[src/rtl/conv_pkg.sv]
// Shared definitions for the convolution sequence controller: the controller
// state encoding and the ReLU clipping used on each finished result.
package conv_pkg;

    // Controller states. LOAD is the idle/fill state and the reset target.
    typedef enum logic [2:0] {
        ST_LOAD    = 3'd0,
        ST_COMPUTE = 3'd1,
        ST_DRAIN   = 3'd2,
        ST_OUT     = 3'd3,
        ST_CLEAR   = 3'd4
    } state_t;

    // ReLU on a sign-extended value; callers cast back to their own width.
    // Works for any result width up to 64 bits.
    function automatic logic signed [63:0] relu(input logic signed [63:0] value);
        return (value < 0) ? 64'sd0 : value;
    endfunction

endpackage

[src/rtl/conv_seq_ctrl.sv]
// Sequencer for a 1-D valid convolution y[p] = ReLU(sum_k f[k] * x[p+k]).
// It fills an external x memory from a valid/ready stream, walks the taps of
// every output point through an external MAC, waits for the MAC pipeline to
// settle, and offers each clipped result on a valid/ready output port.
// The memories, the filter ROM and the MAC live outside this module.
module conv_seq_ctrl
    import conv_pkg::*;
#(
    parameter int SIZE_X  = 32,
    parameter int SIZE_F  = 6,
    parameter int T       = 16,
    parameter int MEM_LAT = 1,
    parameter int MAC_LAT = 3,
    localparam int XW = (SIZE_X > 1) ? $clog2(SIZE_X) : 1,
    localparam int FW = (SIZE_F > 1) ? $clog2(SIZE_F) : 1
) (
    input  logic                clk,
    input  logic                reset,
    input  logic                x_valid,
    output logic                x_ready,
    output logic [XW-1:0]       x_addr,
    output logic                x_wr_en,
    output logic [FW-1:0]       f_addr,
    output logic                mac_clear,
    output logic                mac_valid_in,
    input  logic signed [T-1:0] mac_f,
    output logic signed [T-1:0] y_data,
    output logic                y_valid,
    input  logic                y_ready,
    output logic                busy
);

    // The drain must cover the memory read latency plus the MAC pipeline;
    // a combined latency of at least one cycle is assumed.
    localparam int DRAIN_LEN = MEM_LAT + MAC_LAT;
    localparam int DW        = (DRAIN_LEN > 1) ? $clog2(DRAIN_LEN) : 1;

    localparam logic [XW-1:0] LAST_WORD  = XW'(SIZE_X - 1);
    localparam logic [XW-1:0] LAST_POINT = XW'(SIZE_X - SIZE_F);
    localparam logic [FW-1:0] LAST_TAP   = FW'(SIZE_F - 1);
    localparam logic [DW-1:0] LAST_DRAIN = DW'(DRAIN_LEN - 1);

    state_t                r_state;
    logic [XW-1:0]         r_loadCnt;
    logic [XW-1:0]         r_point;
    logic [FW-1:0]         r_tap;
    logic [DW-1:0]         r_drainCnt;
    logic signed [T-1:0]   r_yData;
    logic                  w_issue;
    logic                  w_lastDrain;

    assign w_issue     = (r_state == ST_COMPUTE);
    assign w_lastDrain = (r_state == ST_DRAIN) && (r_drainCnt == LAST_DRAIN);

    // State machine and the load / point / tap / drain counters.
    always_ff @(posedge clk or negedge reset) begin
        if (!reset) begin
            r_state    <= ST_LOAD;
            r_loadCnt  <= '0;
            r_point    <= '0;
            r_tap      <= '0;
            r_drainCnt <= '0;
        end else begin
            case (r_state)
                ST_LOAD: begin
                    if (x_valid) begin
                        if (r_loadCnt == LAST_WORD) begin
                            r_loadCnt <= '0;
                            r_point   <= '0;
                            r_tap     <= '0;
                            r_state   <= ST_COMPUTE;
                        end else begin
                            r_loadCnt <= r_loadCnt + XW'(1);
                        end
                    end
                end
                ST_COMPUTE: begin
                    if (r_tap == LAST_TAP) begin
                        r_tap      <= '0;
                        r_drainCnt <= '0;
                        r_state    <= ST_DRAIN;
                    end else begin
                        r_tap <= r_tap + FW'(1);
                    end
                end
                ST_DRAIN: begin
                    if (r_drainCnt == LAST_DRAIN) begin
                        r_drainCnt <= '0;
                        r_state    <= ST_OUT;
                    end else begin
                        r_drainCnt <= r_drainCnt + DW'(1);
                    end
                end
                ST_OUT: begin
                    if (y_ready) begin
                        r_state <= ST_CLEAR;
                    end
                end
                ST_CLEAR: begin
                    if (r_point == LAST_POINT) begin
                        r_point   <= '0;
                        r_loadCnt <= '0;
                        r_state   <= ST_LOAD;
                    end else begin
                        r_point <= r_point + XW'(1);
                        r_tap   <= '0;
                        r_state <= ST_COMPUTE;
                    end
                end
                default: begin
                    r_state <= ST_LOAD;
                end
            endcase
        end
    end

    // Capture the clipped accumulator once the last product has landed;
    // the value then stays put for the whole output handshake.
    always_ff @(posedge clk or negedge reset) begin
        if (!reset) begin
            r_yData <= '0;
        end else if (w_lastDrain) begin
            r_yData <= T'(relu(64'(mac_f)));
        end
    end

    // Delay the tap-issue strobe so the MAC sees it together with read data.
    generate
        if (MEM_LAT == 0) begin : g_noDelay
            assign mac_valid_in = w_issue;
        end else begin : g_delay
            logic [MEM_LAT-1:0] r_issueDly;

            // Shift register of issue strobes, one stage per memory cycle.
            always_ff @(posedge clk or negedge reset) begin
                if (!reset) begin
                    r_issueDly <= '0;
                end else begin
                    r_issueDly <= (r_issueDly << 1) | MEM_LAT'(w_issue);
                end
            end

            assign mac_valid_in = r_issueDly[MEM_LAT-1];
        end
    endgenerate

    // Write strobe is also gated by reset so nothing is written while the
    // block is held in reset, even though the state already reads LOAD.
    assign x_ready   = (r_state == ST_LOAD);
    assign x_wr_en   = (r_state == ST_LOAD) && x_valid && reset;
    assign x_addr    = (r_state == ST_LOAD)    ? r_loadCnt :
                       (r_state == ST_COMPUTE) ? (r_point + XW'(r_tap)) : '0;
    assign f_addr    = (r_state == ST_COMPUTE) ? r_tap : '0;
    assign mac_clear = (r_state == ST_LOAD) || (r_state == ST_CLEAR);
    assign y_valid   = (r_state == ST_OUT);
    assign y_data    = r_yData;
    assign busy      = (r_state != ST_LOAD);

endmodule

[config.mk]
export PLATFORM = sky130hd
export DESIGN_NAME = conv_seq_ctrl
export DESIGN_NICKNAME = d
export VERILOG_FILES = /design/src/rtl/conv_pkg.sv /design/src/rtl/conv_seq_ctrl.sv
export SDC_FILE = /design/constraint.sdc
export NUM_CORES = 1
export LEC_CHECK = 0
export BUFFER_PORTS_ARGS = -buffer_cell sky130_fd_sc_hd__clkbuf_2
export CAP_MARGIN = 15
export CORE_UTILIZATION = 54
export CTS_CLUSTER_SIZE = 10
export DETAILED_ROUTE_END_ITERATION = 16
export GPL_TIMING_DRIVEN = 0
export PLACE_DENSITY = 0.81
export SLEW_MARGIN = 20
export SYNTH_ARGS = -nofsm -noshare
export SYNTH_HDL_FRONTEND = slang
export SYNTH_SLANG_ARGS = --single-unit
[constraint.sdc]
create_clock -name clk -period 4.02 [get_ports clk]
set_clock_uncertainty 0.1 [all_clocks]
set_input_delay 0.603 -clock clk [delete_from_list [all_inputs] [get_ports clk]]
set_output_delay 0.603 -clock clk [all_outputs]
set_load 0.05 [all_outputs]
==> results.py <==
metrics = {
    "finish": {
        "drive_gt1_frac": 0.2652,
        "final_net_count": 293,
        "final_cells": 310,
        "nFillCells": 323,
        "antenna_cells": 0,
        "synthToLayoutAreaGrowth_pct": 18.05,
    },
    "floorplan": {
        "start_util": 0.5711,
        "boundaryPins": 50,
        "die_area_sq_um": 3799,
        "core_sq_um": 3363,
        "rows": 21,
        "die_w_um": 61.64,
        "die_height_um": 61.64,
    },
    "timing": {
        "slew-limit-headroom": 0.4375,
        "period_needed_ns": 3.383,
        "tightest_slew_ns": 0.8437,
        "hold_violations": 0,
        "tns_ns": 0,
        "finalCritPeriodShare": 0.8416,
        "setup_viol": 0,
        "slew_violations": 0,
        "rsz0062_at_grt": "false",
        "setup_slack_ns": 0.6369,
        "fmax_mhz": 295.6,
    },
    "global_routing": {
        "grt_max_degree": 36,
        "grt_pass1_wl_mm": 6.506,
        "antenna_found_initial": 0,
        "grt_overflow": 0,
        "grt_pass1_vias": 1532,
        "grt.total_usage": 0.2386,
    },
    "critical_path": {
        "rr_endpoint": "r_tap[2]",
        "crit_type": "flop to primary output",
        "rrSetupSlack_ns": 1.98,
        "r2r_cells": 7,
        "crit_path_max_fanout": 7,
        "endpoint": "x_addr[4]",
        "worst_setup_path_start_kind": "flop",
        "r2r_start": "r_loadCnt[0]",
        "worstSetupEndpointType": "primary output",
        "worstPathArrival_ns": 2.68,
        "crit_required_ns": 3.32,
        "startpoint": "r_tap[0]",
    },
    "cts": {
        "numCtsBuffers": 5,
        "clockRootBuffer": "clkbuf_4",
        "clk_latency_ns": 0.34,
        "cts_tree": "built",
        "hold_buffers": 0,
        "cts_max_path_buffers": 2,
        "cts_setup_buffers": 0,
        "numClockSinks": 34,
        "path_clk_slew_ns": 0.10,
        "post_cts_resize_count": 0,
        "htreeDepth": 2,
    },
    "power_and_ir_drop": {
        "cellPowerDensity_nw_per_um2": 466.2,
        "pwr-share-comb": 0.419,
        "seq_power_share": 0.413,
        "ir_worst_vdd_v": 0.0002824,
        "intPower_uw": 601.4,
        "p_clk_frac": 0.167,
        "p_sw_uw": 455.4,
        "leakagePower_nw": 1.148,
        "switching_share": 0.4309,
    },
    "placed_design": {
        "port_buffers": 48,
        "gp_congestion": 0.8464,
        "place_ws_ns": 1.007,
        "dp.cells": 303,
        "hpwl_mm": 3.068,
    },
    "logic_synthesis": {
        "yosysMostFrequentCell": "dfrtp_1",
        "async_flop_share": 1.000,
        "yosysTopAreaCellShare": 0.4430,
        "synth_cells": 209,
        "synth-edff-count": 0,
        "syn_area_sq_um": 1921,
        "synthDistinctLibCells": 44,
        "synth_common_cells": "dfrtp_1, nand2_1, o21ai_0",
        "ys_top_cells_by_area": "dfrtp_1, o21ai_0, nand2b_1",
        "synth-seq-area-share": 0.4430,
        "synth_nets": 238,
        "ys_ff_latch": 34,
        "avgSynthCellArea_sq_um": 9.189,
        "yosysTopAreaCell": "dfrtp_1",
        "yosys_most_used_dff": "dfrtp_1",
        "ys_warn_count": 0,
    },
    "detailed_routing": {
        "vias": 1695,
        "route.detailed.drc": 0,
        "route.detailed.wl_per_inst_um": 13.27,
        "drt_iter0_drc": 100,
        "antenna_left": 0,
        "drt_wl_total_mm": 4.115,
        "dr.pass1.iters": 4,
        "via_per_inst": 5.468,
    },
    "outcome": {
        "outcome": "finished, final reports clean",
    },
    "min_path": {
        "hold_class": "primary input to asynchronous set/reset pin",
    },
    "flow_run": {
        "cap_violations": 0,
    },
}
routing by layer:
metal | share of wire | track usage | routed length [um] | up-vias
met3 | 0.049 | 0.04412 | 201 | 11
met5 | 0 | 0 | 0 | -
met4 | 0.021 | 0.1048 | 87 | 0
met1 | 0.44 | 0.3096 | 1814 | 807
met2 | 0.49 | 0.3902 | 2011 | 44
li1 | - | - | - | 833
state kept, by name, summed over array words and instances (netlist names):
signal,cells
mac_valid_in,1
r_drainCnt,2
r_loadCnt,5
r_point,5
r_state,3
r_tap,3
y_data,15
kinds of logic after synthesis:
family / Yosys count / share of synthesized area
buffers and inverters: 21 / 0.04755
flip-flops: 34 / 0.4430
adder cells (fa/ha/maj): 9 / 0.06254
other: 1 / 0.001953
XOR/XNOR: 5 / 0.02281
AND/OR/NAND/NOR: 83 / 0.2384
multiplexers: 3 / 0.01564
AO/OA/AOI/OAI: 53 / 0.1681
layout by cell type (no fill, tap or decap), types with 5 or more instances in the layout:
| cell | n |
|---|---|
| dfrtp_1 | 34 |
| nand2_1 | 25 |
| nand2b_1 | 18 |
| ha_1 | 8 |
| nor3_1 | 7 |
| o21ai_0 | 25 |
| nand3_1 | 5 |
| a21oi_1 | 9 |
| inv_1 | 10 |
| clkbuf_4 | 5 |
| clkbuf_2 | 48 |
| nor2_1 | 12 |
worst min path at each step:
| stage | from | end | slack [ns] | cells past startpoint |
|---|---|---|---|---|
| 3_5_place_dp | y_data[3] | y_data[3] | 0.37 | 2 |
| 2_1_floorplan | reset | mac_valid_in | 0.21 | 0 |
| 6_report | reset | y_data[11] | 0.25 | 1 |
| 3_3_place_gp | y_data[11] | y_data[11] | 0.36 | 2 |
| 4_1_cts | reset | r_drainCnt[0] | 0.28 | 1 |
| 5_1_grt | reset | r_drainCnt[0] | 0.31 | 1 |
power by group through the flow:
stage	clock network [mW]	registers (mW)	logic [mW]
finish	0.177	0.437	0.443
global route	0.195	0.445	0.484
floorplan	0	0.433	0.346
global placement	0	0.441	0.437
detailed placement	0	0.442	0.445
CTS	0.180	0.435	0.448
final cells by class:
class	count	area, sq um	area share
plain buffers	10	50.05	0.02208
clock buffers	5	37.54	0.01656
clock inverters	2	10.01	0.004415
inverters	11	41.29	0.01821
multi-input cells	154	979.7	0.4321
flip-flops and latches	34	850.8	0.3753
well taps	46	57.56	0.02539
repair buffers	48	240.2	0.1060
through the flow:
step,power (mW),utilization,hold WS (ns),area (sq um)
global route,1.124,0.6741,0.3125,2267
global placement,0.8784,0.6600,0.3594,2220
finish,1.057,0.6741,0.2500,2267
detailed placement,0.8876,0.6600,0.3701,2220
floorplan,0.7789,-,0.2074,1922
CTS,1.063,0.6741,0.2776,2267
worst max-delay path: stages (launching register included):
cell and delay, ns:
dfrtp_1 0.46, ha_1 0.21, inv_1 0.06, fa_1 0.41, nor2b_1 0.14, o21ai_1 0.08, xor2_1 0.17, a2111oi_1 0.46
clkbuf_2 0.35
Power figures use the tool's default switching activity.
